--- config.mk ---
export PLATFORM = sky130hd
export DESIGN_NAME = mult_div_unit
export DESIGN_NICKNAME = d
export VERILOG_FILES = /design/src/rtl/mult_div_unit.sv
export SDC_FILE = /design/constraint.sdc
export NUM_CORES = 1
export LEC_CHECK = 0
export ABC_CLOCK_PERIOD_IN_PS = 8900
export CAP_MARGIN = 20
export CORE_MARGIN = 2
export CORE_UTILIZATION = 50
export CTS_CLUSTER_SIZE = 8
export DETAILED_ROUTE_END_ITERATION = 16
export PLACE_DENSITY_LB_ADDON = 0.12
export REMOVE_ABC_BUFFERS = 1
export SLEW_MARGIN = 20
export SYNTH_ARGS = -nofsm -noshare
export SYNTH_HDL_FRONTEND = slang
export SYNTH_SLANG_ARGS = --single-unit
export TNS_END_PERCENT = 1
--- constraint.sdc ---
create_clock -name CLK -period 8.9 [get_ports CLK]
set_input_delay 2.225 -clock CLK [delete_from_list [all_inputs] [get_ports CLK]]
set_output_delay 2.225 -clock CLK [all_outputs]
set_load 0.05 [all_outputs]
--- src/rtl/mult_div_unit.sv ---
// Iterative multiply/divide unit that owns the HI/LO register pair.
// Multiply uses radix-2 shift-add. Divide uses restoring division.
// Both work on operand magnitudes, and the result signs are fixed up in FINISH.
//
//   state  | meaning
//   -------+---------------------------------------------------------------
//   IDLE   | waiting for start; mthi/mtlo writes accepted
//   RUN    | one multiply/divide iteration per clock, cnt counts down
//   FINISH | sign fix-up and hi/lo write (or zero-divide flag), done next

module mult_div_unit #(
   parameter int n     = 32,
   parameter int CNT_W = 6
) (
   input  logic         CLK,
   input  logic         rst,
   input  logic         start,
   input  logic [1:0]   op,
   input  logic [n-1:0] srcA,
   input  logic [n-1:0] srcB,
   input  logic         hi_we,
   input  logic         lo_we,
   output logic         busy,
   output logic         done,
   output logic         div_by_zero,
   output logic [n-1:0] hi,
   output logic [n-1:0] lo
);

   localparam logic [1:0] IDLE   = 2'd0;
   localparam logic [1:0] RUN    = 2'd1;
   localparam logic [1:0] FINISH = 2'd2;

   logic [1:0]     state;
   logic [CNT_W-1:0] cnt;
   logic           op_div;
   logic           zdiv;
   logic           neg_q;
   logic           neg_r;
   logic [2*n-1:0] prod;
   logic [n-1:0]   mag_a;
   logic [n-1:0]   mag_b;
   logic [n-1:0]   rem;

   logic           op_sgn;
   logic [n-1:0]   abs_a;
   logic [n-1:0]   abs_b;
   logic [n:0]     mul_sum;
   logic [2*n-1:0] prod_next;
   logic [n:0]     shifted;
   logic           ge;
   logic [n-1:0]   rem_next;
   logic [n-1:0]   quo_next;
   logic [2*n-1:0] prod_res;
   logic [n-1:0]   quo_res;
   logic [n-1:0]   rem_res;

   // Operand magnitudes, one iteration step of each algorithm, and final sign fix-up.
   always_comb begin
      op_sgn    = ~op[0];
      abs_a     = (op_sgn && srcA[n-1]) ? -srcA : srcA;
      abs_b     = (op_sgn && srcB[n-1]) ? -srcB : srcB;

      // The multiplier is held in the low half of prod and shifts out bit 0 each step.
      mul_sum   = {1'b0, prod[2*n-1:n]} + (prod[0] ? {1'b0, mag_a} : '0);
      prod_next = {mul_sum, prod[n-1:1]};

      // The dividend shifts out MSB-first from mag_a, while quotient bits shift into its LSB.
      // The partial remainder is always below the divisor, so an n-bit difference is exact.
      shifted   = {rem, mag_a[n-1]};
      ge        = (shifted >= {1'b0, mag_b});
      rem_next  = ge ? (shifted[n-1:0] - mag_b) : shifted[n-1:0];
      quo_next  = {mag_a[n-2:0], ge};

      prod_res  = neg_q ? -prod : prod;
      quo_res   = neg_q ? -mag_a : mag_a;
      rem_res   = neg_r ? -rem : rem;
   end

   // Sequencing FSM, iteration datapath, and status outputs.
   always_ff @(posedge CLK or posedge rst) begin
      if (rst) begin
         state       <= IDLE;
         cnt         <= '0;
         op_div      <= 1'b0;
         zdiv        <= 1'b0;
         neg_q       <= 1'b0;
         neg_r       <= 1'b0;
         prod        <= '0;
         mag_a       <= '0;
         mag_b       <= '0;
         rem         <= '0;
         busy        <= 1'b0;
         done        <= 1'b0;
         div_by_zero <= 1'b0;
      end else begin
         done <= 1'b0;
         case (state)
            IDLE: begin
               if (start) begin
                  op_div      <= op[1];
                  neg_q       <= op_sgn & (srcA[n-1] ^ srcB[n-1]);
                  neg_r       <= op_sgn & srcA[n-1];
                  mag_a       <= abs_a;
                  mag_b       <= abs_b;
                  prod        <= {{n{1'b0}}, abs_b};
                  rem         <= '0;
                  cnt         <= CNT_W'(n);
                  div_by_zero <= 1'b0;
                  busy        <= 1'b1;
                  if (op[1] && (srcB == '0)) begin
                     zdiv  <= 1'b1;
                     state <= FINISH;
                  end else begin
                     zdiv  <= 1'b0;
                     state <= RUN;
                  end
               end
            end
            RUN: begin
               if (op_div) begin
                  rem   <= rem_next;
                  mag_a <= quo_next;
               end else begin
                  prod  <= prod_next;
               end
               cnt <= cnt - 1'b1;
               if (cnt == CNT_W'(1))
                  state <= FINISH;
            end
            FINISH: begin
               busy  <= 1'b0;
               done  <= 1'b1;
               state <= IDLE;
               if (zdiv)
                  div_by_zero <= 1'b1;
            end
            default: begin
               state <= IDLE;
               busy  <= 1'b0;
            end
         endcase
      end
   end

   // HI/LO: operation results in FINISH; mthi/mtlo only when idle with no start.
   always_ff @(posedge CLK or posedge rst) begin
      if (rst) begin
         hi <= '0;
         lo <= '0;
      end else if (state == FINISH) begin
         if (!zdiv) begin
            if (op_div) begin
               lo <= quo_res;
               hi <= rem_res;
            end else begin
               {hi, lo} <= prod_res;
            end
         end
      end else if (state == IDLE && !start) begin
         if (hi_we)
            hi <= srcA;
         if (lo_we)
            lo <= srcA;
      end
   end

endmodule
==> impl_metrics.py <==
metrics = {
    "power": {
        "intPower_uw": 4140,
        "p_clk_frac": 0.145,
        "p_sw_uw": 4560,
        "p_per_area_nw_per_um2": 415,
        "power.leakage_uw": 0.00884,
        "ir_worst_vdd_mv": 0.284,
        "p_seq_frac": 0.258,
        "p_sw_frac": 0.524,
        "combPwrFrac": 0.597,
        "power_uw": 8700,
    },
    "logic_synthesis": {
        "synthCells": 2334,
        "synth_top_area_share": 0.326,
        "synth_area_per_cell_um2": 7.85,
        "async_reset_ff_frac": 1.00,
        "netlist_area_um2": 18300,
        "synthTopCellsByArea": "dfrtp_1 33%, o21ai_0 8.2%, nand2_1 6.7%",
        "ys.flop_type": "dfrtp_1",
        "yosysUniqueCellTypes": 74,
        "seq_area_frac_synth": 0.326,
        "yosysWarnings": 0,
        "synth_top_area_cell": "dfrtp_1",
        "synth_edf_count": 0,
        "ys_ff_latch": 239,
    },
    "sta": {
        "rsz0062_at_grt": "no",
        "period_minus_slack_ns": 5.01,
        "period_share": 0.563,
        "worst_pin_slew_ns": 1.21,
        "fmax_mhz": 200,
        "maxSlewHeadroom": 0.192,
        "finalWorstSetupSlack_ns": 3.89,
        "finalHoldViolCount": 0,
        "setup_tns_ns": 0,
        "fin_skew_ns": 0.0227,
        "maxSlewViolCount": 0,
        "setup_viol": 0,
    },
    "clocking": {
        "cts_made_buffers": 36,
        "worstSkewPairLatency_ns": 0.57,
        "hold_buffers": 0,
        "htreeDepth": 2,
        "clockBufferDepth": 3,
        "post-cts-setup-buffer-count": 0,
        "cts_tree": "yes",
        "cts.sinks": 239,
        "clk_pin_slew_ns": 0.05,
        "cts_repair_resize_count": 0,
        "cts_root_buf": "clkbuf_16",
    },
    "floorplanning": {
        "io-pin-count": 138,
        "die_h_um": 195,
        "die-area_um2": 38200,
        "start_util": 0.504,
        "row_count": 70,
        "coreArea_um2": 36300,
        "die_w_um": 195,
    },
    "detailed_routing": {
        "drt-wirelength-per-cell_um": 23.3,
        "routed-via-count": 18191,
        "dr.pass1.iters": 7,
        "ant_nets": 0,
        "drt_iter0_markers": 1900,
        "wirelength_um": 66800,
        "drc": 0,
        "routed_via_density": 6.34,
    },
    "finish": {
        "final_common_cell": "nand2_1",
        "area_growth_pct": 14.4,
        "design_area_um2": 21000,
        "n_antenna_cell": 0,
        "drive_gt1_frac": 0.0450,
        "stdcell_count": 2867,
        "nets": 2536,
        "final_cell_mix": "326 x nand2_1, 302 x o21ai_0, 237 x dfrtp_1",
    },
    "global_routing": {
        "top_usage_layer": "met1",
        "grt_util_met1": 0.511,
        "grt_first_pass_wirelength_um": 102000,
        "grt_pass1_vias": 16583,
        "grt.overflow.total": 0,
        "grt_max_degree": 129,
        "track_usage": 0.350,
        "antenna_found_initial": 0,
        "grtUsageMet2": 0.507,
        "grt_util_met3": 0.0760,
    },
    "placement": {
        "place_area_um2": 20000,
        "dp_hpwl_um": 50000,
        "place_congestion": 0.954,
        "dp_slack_ns": 3.34,
        "dpl.cell_count": 2822,
        "port_buffers": 137,
    },
    "setup_path": {
        "reg2reg_from": "prod[0]$_DFFE_PP0P_",
        "cp-end-kind": "register",
        "crit_path_start": "srcB[3]",
        "r2r_slack_ns": 4.48,
        "path_class": "input port to register",
        "crit_required_ns": 9.31,
        "ff2ff_path_depth": 12,
        "reg2reg_to": "prod[62]$_DFFE_PP0P_",
        "crit_path_start_kind": "input port",
        "crit_fanout": 7,
        "crit_arrival_ns": 5.42,
    },
    "status": {
        "outcome": "finished, final reports clean",
    },
    "min_path": {
        "hold_path_end": "lo[16]$_DFFE_PP0P_",
        "hp-class": "register to register",
        "min_path_cells": 2,
        "hold_start": "lo[16]$_DFFE_PP0P_",
    },
    "flow_run": {
        "drv_cap": 0,
    },
}
-- final cells by class --
class                           count  area (um^2)
Clock buffer                       41          920
Clock inverter                      4         52.6
Fill cell                        3336        15400
Inverter                           70          270
Multi-Input combinational cell   1884        11600
Sequential cell                   239         5990
Tap cell                          468          586
Timing Repair Buffer              161         1560
-- per-layer routing --
layer / up-vias / wire (um) / part of all wire
met5: - / 0 / 0
met3: 142 / 5960 / 0.089
met4: 0 / 2540 / 0.038
met2: 811 / 28400 / 0.42
li1: 8432 / - / -
met1: 8806 / 29900 / 0.45
-- cells by family after synthesis --
family | Yosys count | synth area share
muxes | 34 | 0.0195
adders and majority gates | 73 | 0.0507
xor gates and xnor gates | 223 | 0.107
DFF | 239 | 0.326
buffers and inverters | 211 | 0.0435
and+or+nand+nor | 794 | 0.204
AOI/OAI and AO/OA | 760 | 0.250
-- registers in the layout, summed over array words and instances, names as in the netlist, 2 cells and up --
register	flops
rem	32
mag_b	32
state	2
cnt	6
hi	32
lo	32
prod	64
mag_a	32
-- worst max path at each step --
stage / endpoint / slack (ns) / cells past startpoint
after floorplan: busy$_DFFE_PP0P_ / 0.12 / 1
after global placement: prod[28]$_DFFE_PP0P_ / 3.36 / 10
after detailed placement: prod[28]$_DFFE_PP0P_ / 3.34 / 10
after CTS: prod[28]$_DFFE_PP0P_ / 3.93 / 10
after global routing: prod[28]$_DFFE_PP0P_ / 3.59 / 10
final: prod[28]$_DFFE_PP0P_ / 3.89 / 10
-- cell usage after synthesis (42+ instances only) --
library cell,number
xor2_1,123
a21oi_1,183
xnor2_1,100
nor2_1,176
dfrtp_1,239
nand2_1,328
o31ai_1,53
clkbuf_1,125
inv_1,70
o21ai_0,302
ha_1,71
nand3_1,42
-- metrics by stage --
step	hold WS [ns]	util
floorplan	0.450	-
global placement	0.463	0.550
detailed placement	0.471	0.550
CTS	0.480	0.577
global route	0.506	0.577
finish	0.480	0.577
-- worst max-delay path, stage by stage --
cell and delay [ns]:
clkdlybuf4s50_1 0.46, or3_1 0.41, or3b_2 0.54, or4_1 0.65, nor4_1 0.59, nor2_1 0.11
xnor2_1 0.19, nand2_1 0.07, o21ai_0 0.09, a21oi_1 0.09
-- power by group through the flow --
stage               Clock (uW)  Combinational, uW  Sequential [uW]
floorplan                    0               3060             2520
global placement             0               5030             2220
detailed placement           0               5090             2240
CTS                       1270               5120             2230
global route              1320               5650             2310
finish                    1260               5190             2250
(Power assumes the default switching activity.)
